File: src/rtl/mash_ncl.sv
// mash_ncl: noise-cancellation network for a MASH fractional-N modulator.
// Combines skew-aligned accumulator carries into a signed output y and adds y
// to the integer ratio to form a saturated instantaneous divide value.
//
// Configuration macro: NCL_ORDER3_EN
//   defined   -> third order: y = c1(2*P_SKEW) + (1-z^-1)c2(P_SKEW) + (1-z^-1)^2 c3
//   undefined -> second order: y = c1(P_SKEW) + (1-z^-1)c2, i_c3 ignored
//
// Parameters: P_SKEW (1..4) carry skew per stage, P_INT_WIDTH (>=4) ratio width.
// Ports:
//   i_clk    clock, rising edge
//   i_rst    synchronous active-high reset (priority over i_en)
//   i_en     sample qualifier; all state advances only when high
//   i_c1..3  accumulator carries of stages 1..3
//   i_n_int  unsigned integer part of the division ratio
//   o_y      registered signed noise-cancelled output
//   o_div    registered saturated i_n_int + o_y
//   o_valid  high once the pipeline has been filled since reset
module mash_ncl #(
  parameter int unsigned P_SKEW      = 1,
  parameter int unsigned P_INT_WIDTH = 8
) (
  input  logic                   i_clk,
  input  logic                   i_rst,
  input  logic                   i_en,
  input  logic                   i_c1,
  input  logic                   i_c2,
  input  logic                   i_c3,
  input  logic [P_INT_WIDTH-1:0] i_n_int,
  output logic signed [3:0]      o_y,
  output logic [P_INT_WIDTH-1:0] o_div,
  output logic                   o_valid
);

`ifdef NCL_ORDER3_EN
  localparam int unsigned C1_LEN = 2 * P_SKEW;
  localparam int unsigned FILL   = 2 * P_SKEW + 2;
`else
  localparam int unsigned C1_LEN = P_SKEW;
  localparam int unsigned FILL   = P_SKEW + 1;
`endif
  localparam int unsigned CW = $clog2(FILL + 1);
  localparam int unsigned SW = P_INT_WIDTH + 2;

  // Zero-extend a carry bit into a 4-bit signed term.
  function automatic logic signed [3:0] f_ext(input logic b);
    return {3'b000, b};
  endfunction

  logic [C1_LEN-1:0]        r_c1_dl;   // index k = c1 delayed k+1 samples
  logic signed [3:0]        r_y;
  logic [P_INT_WIDTH-1:0]   r_div;
  logic                     r_valid;
  logic [CW-1:0]            r_fill;

  logic signed [3:0]        w_y;
  logic signed [SW-1:0]     w_sum;
  logic [P_INT_WIDTH-1:0]   w_div;

`ifdef NCL_ORDER3_EN
  // c2 line is one tap longer than the skew so the differentiator can see c2'[n-1].
  logic [P_SKEW:0]          r_c2_dl;
  logic [1:0]               r_c3_h;    // [0] = c3[n-1], [1] = c3[n-2]

  assign w_y = f_ext(r_c1_dl[C1_LEN-1])
             + f_ext(r_c2_dl[P_SKEW-1]) - f_ext(r_c2_dl[P_SKEW])
             + f_ext(i_c3) - f_ext(r_c3_h[0]) - f_ext(r_c3_h[0]) + f_ext(r_c3_h[1]);
`else
  logic                     r_c2_prev;
  logic                     w_unused_c3;

  assign w_unused_c3 = i_c3;
  assign w_y = f_ext(r_c1_dl[C1_LEN-1]) + f_ext(i_c2) - f_ext(r_c2_prev);
`endif

  // Ratio plus sign-extended y, two guard bits so neither direction wraps.
  assign w_sum = $signed({2'b00, i_n_int}) + $signed({{(SW-4){w_y[3]}}, w_y});

  // Clamp to the unsigned divider range.
  always_comb begin
    w_div = w_sum[P_INT_WIDTH-1:0];
    if (w_sum[SW-1]) begin
      w_div = '0;
    end else if (w_sum[P_INT_WIDTH]) begin
      w_div = '1;
    end
  end

  // Pipeline state, output registers and fill tracking.
  always_ff @(posedge i_clk) begin
    if (i_rst) begin
      r_c1_dl <= '0;
`ifdef NCL_ORDER3_EN
      r_c2_dl <= '0;
      r_c3_h  <= '0;
`else
      r_c2_prev <= 1'b0;
`endif
      r_y     <= '0;
      r_div   <= '0;
      r_valid <= 1'b0;
      r_fill  <= '0;
    end else if (i_en) begin
      r_c1_dl[0] <= i_c1;
      for (int k = 1; k < int'(C1_LEN); k++) begin
        r_c1_dl[k] <= r_c1_dl[k-1];
      end
`ifdef NCL_ORDER3_EN
      r_c2_dl[0] <= i_c2;
      for (int k = 1; k <= int'(P_SKEW); k++) begin
        r_c2_dl[k] <= r_c2_dl[k-1];
      end
      r_c3_h <= {r_c3_h[0], i_c3};
`else
      r_c2_prev <= i_c2;
`endif
      r_y   <= w_y;
      r_div <= w_div;
      if (r_fill != CW'(FILL)) begin
        r_fill <= r_fill + CW'(1);
      end
      // The sample being taken now is number r_fill+1.
      if (r_fill >= CW'(FILL - 1)) begin
        r_valid <= 1'b1;
      end
    end
  end

  assign o_y     = r_y;
  assign o_div   = r_div;
  assign o_valid = r_valid;

endmodule

File: config.mk
export PLATFORM = sky130hd
export DESIGN_NAME = mash_ncl
export DESIGN_NICKNAME = d
export VERILOG_FILES = /design/src/rtl/mash_ncl.sv
export SDC_FILE = /design/constraint.sdc
export NUM_CORES = 1
export LEC_CHECK = 0
export CORE_MARGIN = 5
export CORE_UTILIZATION = 34
export DETAILED_ROUTE_END_ITERATION = 10
export PLACE_DENSITY_LB_ADDON = 0.05
export SKIP_CTS_REPAIR_TIMING = 1
export SLEW_MARGIN = 20
export SYNTH_ARGS = -nofsm -noshare
export SYNTH_HDL_FRONTEND = slang
export SYNTH_SLANG_ARGS = --single-unit
File: constraint.sdc
create_clock -name i_clk -period 3.4 [get_ports i_clk]
set_input_delay 0.51 -clock i_clk [delete_from_list [all_inputs] [get_ports i_clk]]
set_output_delay 0.51 -clock i_clk [all_outputs]
set_load 0.02 [all_outputs]
Yosys cells after proc, flatten, opt, wreduce, memory -nomap -nowiden. Cells that the tools add are included.

$add $sub $neg: 4. Magnitude comparators: 1. Reduce and logical (&&, ||, !) cells: 2. Multiplexer cells: 2. Equality and inequality tests: 1.

Operator list (count): two-way mux 8 bit (2); adder 9 x 3 -> 10 bit (1); AND reduction 2 bit (2); subtractor 2 x 1 -> 3 bit (1); adder 1 x 1 -> 2 bit (1); adder 2 x 1 -> 2 bit, second input constant (1); greater-or-equal comparator 2 x 1 -> 1 bit, second input constant (1); != test 2 bit, second input constant (1).

Register bits after elaboration: 16. Output and inout port bits: 13. Bits of input ports: 14.

Logic depth before layout (Yosys ltp). Gate-level depths: netlist of run 1.

Depth in word-level cells: 5. Gate-level depth with buffers: 13.

Worst setup path before layout of run 1. OpenSTA, ideal clock, no wires.

Path kind: reg-to-reg. Start point: register r_c1_dl. End point: register r_div[6] (netlist: o_div[6]). Slack: 0.498 ns. Path buffers: 0. Required time: 3.263 ns. Cell stages (with the launch flop): 13. Arrival: 2.765 ns. Cell sequence: dfxtp_1 > inv_1 > ha_1 > inv_1 > ha_1 > inv_1 > ha_1 > fa_1 > or3_1 > o211a_1 > or4_1 > a22oi_1 > o32ai_1.

Cells in the longest elaborated chain, start to end: 5.

Ends and longest elaborated chain: from (decl) (RTL line 50) `logic [C1_LEN-1:0] r_c1_dl;`; from (signal, indexed assignment) (RTL line 106) `r_c1_dl[k] <= r_c1_dl[k-1];`; adder 1 x 1 -> 2 bit * (RTL line 73) `assign w_y = f_ext(r_c1_dl[C1_LEN-1]) + f_ext(i_c2) - f_ext(r_c2_prev);`; subtractor 2 x 1 -> 3 bit * (RTL line 73); adder 9 x 3 -> 10 bit * (RTL line 77) `assign w_sum = $signed({2'b00, i_n_int}) + $signed({{(SW-4){w_y[3]}}, w_y});`; two-way mux 8 bit (RTL line 84) `end else if (w_sum[P_INT_WIDTH]) begin`; two-way mux 8 bit * (RTL line 82) `if (w_sum[SW-1]) begin`; to (signal assigned) (RTL line 118) `r_div <= w_div;`; to (decl) (RTL line 52) `logic [P_INT_WIDTH-1:0] r_div;`.

Mark *: on every way between the ends. The rest lies on a longest branch, timed or not. A chain may end at the register's enable or synchronous reset.

Worst setup path in the final report of run 1. Same ends and word-level chain as after synthesis.

==> results.toml, run 1 <==
[critical_path]
required_ns = 3.56
start_kind = "flip-flop"
cpPeakStageDelay_ns = 0.46
cpMaxStageDelayCell = "or4_1"
reg2reg_depth = 12
crit_type = "reg -> reg"
cp_max_fo = 3
crit_chain = "inv_1 > ha_1 > inv_1 > ha_1 > inv_1 > ha_1 > fa_1 > or3_1 > o211a_1 > or4_1 > a22oi_1 > o32ai_1"
endpoint_kind = "flip-flop"
arrival_ns = 3.22

[die]
die-width_um = 70.30
top_level_ports = 27
die-area_um2 = 4941
die_y_um = 70.30
row_count = 22
initial_utilization_pct = 34.55
coreArea_um2 = 3578

[finish]
final_nets = 201
insertedDiodeCount = 0
drive_gt1_share_pct = 7.910
fin_cells = 225
fillers = 359
area_delta_synth_final_pct = 26.21

[route]
vias = 1149
drtIter0Drc = 35
viasPerCell = 5.107
final_antenna_net_count = 0
route.detailed.drc = 0
wl_per_cell_um = 13.46
finalWirelength_um = 3028
dr.pass1.iters = 2

[placed_design]
portBuffers = 25
dp_hpwl_um = 2370
gp_congestion = 0.8726
dp.cells = 221

[sta]
period_share_pct = 89.97
holdWs_ns = 0.4642
slew_viol_final = 0
rsz0062_at_grt = "no"
setup_violations = 0
relSlewSlack_pct = 55.42
worst_pin_slew_ns = 0.6666
max_freq_mhz = 326.9
fin_tns_setup_ns = 0
fin_skew_ns = 0.008119
final-hold-violation-count = 0
period_needed_ns = 3.059

[synthesis]
postSynthAreaPerCell_um2 = 7.924
postSynth.asyncResetShare_pct = 0
synth.most_common_cell = "dfxtp_1"
syn_area_um2 = 1236
yosys.area.top_type_share_pct = 25.91
synth_edf_count = 0
seq_area_frac_synth_pct = 25.91
yosys.area.top_type = "dfxtp_1"
postSynthCellCount = 156
yosysUniqueCellTypes = 51
yosys-top-cells-count = "dfxtp_1, nor2_1, a21oi_1"
synth_seq_cells = 16
ys.flop_type = "dfxtp_1"
synth_area_leaders = "dfxtp_1, ha_1, a21oi_1, nor2_1, inv_1"
synth_nets = 179
yosys_warnings = 0

[power]
leakagePower_nw = 0.6073
powerDensity_nw_per_um2 = 355.1
ir_drop_uv = 120.4

[min_path]
hp-class = "reg -> reg"
min_path_cells = 2

[global_route]
grt_pass1_wl_um = 5092
grt_overflow = 0
grt_max_degree = 21
grt_pass1_vias = 1102
antenna_found_initial = 0
track_usage_pct = 12.62

[cts]
cts_tree = "done"
path_clk_slew_ns = 0.10
ctsHtreeMaxLevel = 1
clockBufferDepth = 2
cts_buffers = 3
cts_sinks = 16
clock_latency_ns = 0.29
cts-root-buf = "clkbuf_4"

[flow_run]
max_cap_viol_count = 0

[run_status]
outcome = "finished, final reports clean"
cell usage in the layout, fill, tap and decap left out, types with 2 or more instances in the layout:
cell and instances:
xnor2_1 4, or2_1 2, clkdlybuf4s50_1 25, xor2_1 2
a21oi_1 14, mux2i_1 4, ha_1 8, dfxtp_1 16
nor2_1 15, o31ai_1 2, a22oi_1 2, nand2b_1 4
nor4_1 2, nand2_1 13, a311oi_1 3, buf_4 4
a31oi_1 3, inv_1 13, o21a_1 2, a211oi_1 5
clkbuf_4 3
worst max-delay path: cells and delay by family (launching register included):
kind / cells / cell delay, ns
compound gates: 3 / 0.45
fa+ha+maj: 4 / 1.16
buf+inv: 3 / 0.15
flops: 1 / 0.35
simple gates: 2 / 0.80
metal layers:
metal / part of all wire, % / track usage (%) / vias up
li1: - / - / 602
met1: 50 / 16.39 / 527
met3: 2.7 / 2.158 / 4
met4: 1.1 / 4.468 / 0
met5: 0 / 0 / -
met2: 46 / 20.79 / 16
layout make-up:
| class | count | area, µm² | area share (%) |
|---|---|---|---|
| multi-input cells | 115 | 814.5 | 52.21 |
| flip-flops and latches | 16 | 320.3 | 20.53 |
| repair buffers | 29 | 280.3 | 17.96 |
| well taps | 48 | 60.06 | 3.849 |
| inverters | 13 | 48.80 | 3.127 |
| clock buffers | 4 | 36.28 | 2.326 |
path summary, 6_finish.rpt:
path | from | end | slack [ns]
max | r_c1_dl$_SDFFE_PP0P_ | o_div[6]$_SDFFE_PP0P_ | 0.34
max reg2reg | r_c1_dl$_SDFFE_PP0P_ | o_div[6]$_SDFFE_PP0P_ | 0.34
min reg2reg | o_div[5]$_SDFFE_PP0P_ | o_div[5]$_SDFFE_PP0P_ | 0.46
min | o_div[5]$_SDFFE_PP0P_ | o_div[5]$_SDFFE_PP0P_ | 0.46
sequential cells by signal, indices dropped and copies added, names as in the netlist:
signal / count
o_valid: 1
r_c1_dl: 1
o_div: 8
r_fill: 2
r_c2_prev: 1
o_y: 3
kinds of logic after synthesis:
| kind of cell | share of synthesized area, % |
|---|---|
| AO/OA/AOI/OAI | 27.33 |
| flip-flops | 25.91 |
| multiplexers | 4.150 |
| AND/OR/NAND/NOR | 20.45 |
| XOR/XNOR | 4.251 |
| buffers and inverters | 8.199 |
| adder cells (fa/ha/maj) | 9.717 |
stage by stage:
step	utilization (%)	setup WS, ns	area, µm²	power [mW]
global placement	42.59	0.07744	1524	0.4246
floorplan	-	0.4977	1236	0.3548
global route	43.60	0.1276	1560	0.5931
detailed placement	42.59	0.02856	1524	0.4302
CTS	43.60	0.3064	1560	0.5639
finish	43.60	0.3410	1560	0.5541
where the power goes:
group / total, mW / internal, mW / switching [mW] / leakage, nW
registers: 0.216 / 0.206 / 0.0105 / 0.132
logic: 0.208 / 0.0992 / 0.109 / 0.455
clock network: 0.130 / 0.0653 / 0.0650 / 0.0210
total: 0.554 / 0.370 / 0.184 / 0.607
Power figures use the tool's default switching activity.
==> run 2: changes to the inputs <==
--- a/config.mk
+++ b/config.mk
@@ -5,9 +5,12 @@
 export SDC_FILE = /design/constraint.sdc
 export NUM_CORES = 1
 export LEC_CHECK = 0
+export CELL_PAD_IN_SITES_DETAIL_PLACEMENT = 1
+export CELL_PAD_IN_SITES_GLOBAL_PLACEMENT = 1
 export CORE_MARGIN = 5
 export CORE_UTILIZATION = 34
 export DETAILED_ROUTE_END_ITERATION = 10
+export GPL_TIMING_DRIVEN = 0
 export PLACE_DENSITY_LB_ADDON = 0.05
 export SKIP_CTS_REPAIR_TIMING = 1
 export SLEW_MARGIN = 20
==> results.toml, run 2 (synthesis results as in run 1) <==
[run_status]
outcome = "finished, final reports clean"

[critical_path]
crit_chain = "inv_1 > ha_1 > inv_1 > ha_1 > inv_1 > ha_1 > fa_2 > or3_1 > o211a_1 > or4_1 > a22oi_1 > o32ai_1"
required_ns = 3.57
reg2reg_depth = 12
arrival_ns = 3.28
rrSetupSlack_ns = 0.29
r2r_end = "o_div[6]$_SDFFE_PP0P_"
start_kind = "flip-flop"
cpMaxStageDelayCell = "or4_1"
r2r_start = "r_c1_dl$_SDFFE_PP0P_"
crit_type = "reg -> reg"
endpoint_kind = "flip-flop"
cpPeakStageDelay_ns = 0.46
cp_max_fo = 5

[power]
ir_drop_uv = 135.1
p_seq_share_pct = 38.8
switching_power_mw = 0.1898
swShare_pct = 34.06
powerDensity_nw_per_um2 = 356.0
combPwrFrac_pct = 37.4
finalPower_mw = 0.5573
internal_power_mw = 0.3675
leakagePower_nw = 0.6081
p_clk_share_pct = 23.8

[die]
coreArea_um2 = 3578
die-width_um = 70.30
initial_utilization_pct = 34.55
top_level_ports = 27
row_count = 22
die_y_um = 70.30
die-area_um2 = 4941

[finish]
stdcell_area_um2 = 1565
fin_util_pct = 43.74
area_delta_synth_final_pct = 26.62
final_nets = 207
regArea_um2 = 320.3
insertedDiodeCount = 0
fin_cells = 231
mostFrequentLayoutCells = "clkdlybuf4s50_1, dfxtp_1, nor2_1, a21oi_1"
fillers = 446
multiInputGateArea_um2 = 817.0
largest_register_ffs = 8
final_common_cell = "clkdlybuf4s50_1"
drive_gt1_share_pct = 8.197

[cts]
clockBufferDepth = 2
clock_latency_ns = 0.30
cts_sinks = 16
cts_buffers = 3
path_clk_slew_ns = 0.10
cts_tree = "done"
cts-root-buf = "clkbuf_4"
ctsHtreeMaxLevel = 1

[route]
finalWirelength_um = 3357
drtIter0Drc = 56
final_antenna_net_count = 0
vias = 1207
route.detailed.drc = 0
wl_per_cell_um = 14.53
dr.pass1.iters = 4
viasPerCell = 5.225

[sta]
holdWs_ns = 0.4677
setup_violations = 0
fin_skew_ns = 0.005499
period_share_pct = 91.33
period_needed_ns = 3.105
slew_viol_final = 0
rsz0062_at_grt = "no"
final-hold-violation-count = 0
worst_pin_slew_ns = 0.5833
max_freq_mhz = 322.1
relSlewSlack_pct = 61.12

[placed_design]
gp_congestion = 0.8211
portBuffers = 23
dp_hpwl_um = 2709
placedInstanceArea_um2 = 1526
dp.cells = 227

[min_path]
hp-class = "reg -> reg"
min_path_cells = 2
hold_start = "o_div[5]$_SDFFE_PP0P_"
holdPathEnd = "o_div[5]$_SDFFE_PP0P_"

[global_route]
track_usage_pct = 14.74
antenna_found_initial = 0
grt_overflow = 0
grt_pass1_vias = 1285
grt_max_degree = 11
grt_pass1_wl_um = 6009

[flow_run]
max_cap_viol_count = 0
run 2: cell count changes in the layout (fill, tap and decap cells not counted):
| cell | delta |
|---|---|
| buf_2 | +3 |
| buf_4 | -3 |
| clkbuf_1 | +8 |
| clkdlybuf4s50_1 | -2 |
| fa_1 | -1 |
| fa_2 | +1 |
run 2: routing by layer:
layer / track usage (%) / up-vias / part of all wire [%]
li1: - / 610 / -
met1: 18.33 / 572 / 47
met2: 25.57 / 20 / 49
met3: 3.022 / 5 / 3.0
met4: 3.830 / 0 / 1.0
met5: 0 / - / 0
run 2: layout make-up:
class	count	area share (%)
buffer	12	3.357
clock buffer	4	2.318
inverter	13	3.118
multi-input combinational	115	52.20
sequential	16	20.46
tap	48	3.837
timing repair buffer	23	14.71
run 2: critical path, delay by kind of cell (launching register included):
| kind | cells | cell delay, ns |
|---|---|---|
| compound gates | 3 | 0.49 |
| buf+inv | 3 | 0.16 |
| simple gates | 2 | 0.81 |
| fa+ha+maj | 4 | 1.16 |
| flops | 1 | 0.35 |
run 2: worst max path at each step:
stage                                     from               endpoint  slack (ns)  depth (start not counted)
after floorplan           r_c1_dl$_SDFFE_PP0P_  o_div[6]$_SDFFE_PP0P_        0.50                         12
after global placement                    i_c2  o_div[6]$_SDFFE_PP0P_       -0.06                         10
after detailed placement                  i_c2  o_div[6]$_SDFFE_PP0P_        -0.1                         10
after CTS                 r_c1_dl$_SDFFE_PP0P_  o_div[6]$_SDFFE_PP0P_        0.18                         12
after global routing      r_c1_dl$_SDFFE_PP0P_  o_div[6]$_SDFFE_PP0P_         0.1                         12
final                     r_c1_dl$_SDFFE_PP0P_  o_div[6]$_SDFFE_PP0P_        0.29                         12
run 2: through the flow:
step	TNS, ns	setup slack (ns)
global placement	-0.06413	-0.06413
detailed placement	-0.09502	-0.09502
finish	0	0.2949
global route	0	0.09831
CTS	0	0.1757
floorplan	0	0.4977
run 2: power by group through the flow:
stage | clock [mW] | combinational [mW] | sequential, mW
global placement | 0 | 0.203 | 0.220
floorplan | 0 | 0.118 | 0.236
global route | 0.147 | 0.234 | 0.219
finish | 0.133 | 0.208 | 0.216
detailed placement | 0 | 0.209 | 0.221
CTS | 0.138 | 0.210 | 0.217
==> run 3: changes to the inputs <==
==> constraint.sdc (replaced) <==
create_clock -name i_clk -period 3.5 [get_ports i_clk]
set_input_delay 0.525 -clock i_clk [delete_from_list [all_inputs] [get_ports i_clk]]
set_output_delay 0.525 -clock i_clk [all_outputs]
set_load 0.02 [all_outputs]
==> results.toml, run 3 (synthesis results as in run 1) <==
[critical_path]
start_kind = "flip-flop"
critical_path.startpoint = "r_c1_dl$_SDFFE_PP0P_"
r2r_start = "r_c1_dl$_SDFFE_PP0P_"
cpPeakStageDelay_ns = 0.50
crit_chain = "inv_1 > ha_1 > inv_1 > ha_1 > inv_1 > ha_1 > fa_1 > or3_1 > o211a_1 > or4_1 > a22oi_1 > o32ai_1"
required_ns = 3.67
cp_max_fo = 5
cpMaxStageDelayCell = "fa_1"
arrival_ns = 3.37
endpoint_kind = "flip-flop"
crit_type = "reg -> reg"

[cts]
cts_buffers = 3
cts-root-buf = "clkbuf_4"
clock_latency_ns = 0.30
ctsHtreeMaxLevel = 1
cts_tree = "done"
path_clk_slew_ns = 0.10
clockBufferDepth = 2
cts_sinks = 16

[sta]
period_needed_ns = 3.195
relSlewSlack_pct = 61.18
period_share_pct = 91.30
fin_skew_ns = 0.005522
final-hold-violation-count = 0
rsz0062_at_grt = "no"
worst_pin_slew_ns = 0.5824
slew_viol_final = 0
max_freq_mhz = 312.9
setup_violations = 0

[route]
route.detailed.drc = 0
viasPerCell = 5.238
drtIter0Drc = 56
vias = 1210
dr.pass1.iters = 4
final_antenna_net_count = 0
wl_per_cell_um = 14.49
finalWirelength_um = 3348

[finish]
fin_cells = 231
insertedDiodeCount = 0
fin_util_pct = 43.67
largest_register_ffs = 8
drive_gt1_share_pct = 7.650
area_delta_synth_final_pct = 26.42
mostFrequentLayoutCells = "clkdlybuf4s50_1, dfxtp_1, nor2_1, a21oi_1"
final_nets = 207
fillers = 446
final_common_cell = "clkdlybuf4s50_1"

[die]
die_y_um = 70.30
coreArea_um2 = 3578
die-area_um2 = 4941
initial_utilization_pct = 34.55
row_count = 22
die-width_um = 70.30
top_level_ports = 27

[global_route]
antenna_found_initial = 0
met1_usage_pct = 18.33
grt_pass1_wl_um = 6009
met2_usage_pct = 25.57
top_usage_layer = "met2"
grt_overflow = 0
use_met3_pct = 3.022
grt_max_degree = 11
grt_pass1_vias = 1285
track_usage_pct = 14.74

[power]
ir_drop_uv = 131.1
powerDensity_nw_per_um2 = 345.5
leakagePower_nw = 0.6084

[min_path]
hold_start = "o_div[5]$_SDFFE_PP0P_"
hp-class = "reg -> reg"

[placed_design]
dp.cells = 227
gp_congestion = 0.8211
dp_hpwl_um = 2709
portBuffers = 23

[flow_run]
max_cap_viol_count = 0

[run_status]
outcome = "finished, final reports clean"
==> run 3: cell counts in the layout (fill, tap and decap cells not counted) <==
No cell type changed its count.
==> run 3: worst max-delay path, delay by kind of cell, from the launching register on <==
family          cells  cell delay [ns]
buf+inv             3             0.16
fa+ha+maj           4             1.24
compound gates      3             0.49
flops               1             0.35
simple gates        2             0.83
==> run 3: metrics by stage <==
stage	area [µm²]	power [mW]	setup TNS, ns	setup slack (ns)	hold WS, ns
2_1_floorplan	1236	0.3447	0	0.5977	0.4604
3_3_place_gp	1526	0.4111	0	0.02087	0.4459
3_5_place_dp	1526	0.4182	-0.01002	-0.01002	0.4617
4_1_cts	1563	0.5490	0	0.2757	0.4783
5_1_grt	1563	0.5825	0	0.09560	0.4916
6_report	1563	0.5400	0	0.3045	0.4677
==> run 3: layer usage <==
| metal | part of all wire [%] | wire length (µm) |
|---|---|---|
| met1 | 47 | 1574 |
| met3 | 3.4 | 113 |
| met5 | 0 | 0 |
| met2 | 48 | 1623 |
| met4 | 1.1 | 36 |
==> run 3: final cells by class <==
type	instances	area [µm²]	area share, %
multi-input cells	115	814.5	52.12
flip-flops and latches	16	320.3	20.50
well taps	48	60.06	3.843
repair buffers	23	230.2	14.73
inverters	13	48.80	3.122
plain buffers	12	52.55	3.363
clock buffers	4	36.28	2.322
==> run 3: final timing paths <==
check                               end  slack [ns]  cells after the start
setup / recovery  o_div[6]$_SDFFE_PP0P_        0.30                     12
hold / removal    o_div[5]$_SDFFE_PP0P_        0.47                      2
setup reg to reg  o_div[6]$_SDFFE_PP0P_        0.30                     12
hold reg to reg   o_div[5]$_SDFFE_PP0P_        0.47                      2
==> run 3: report_power, final <==
| group | internal (mW) | switching [mW] |
|---|---|---|
| clock network | 0.0635 | 0.0647 |
| registers | 0.200 | 0.0106 |
| logic | 0.0930 | 0.108 |
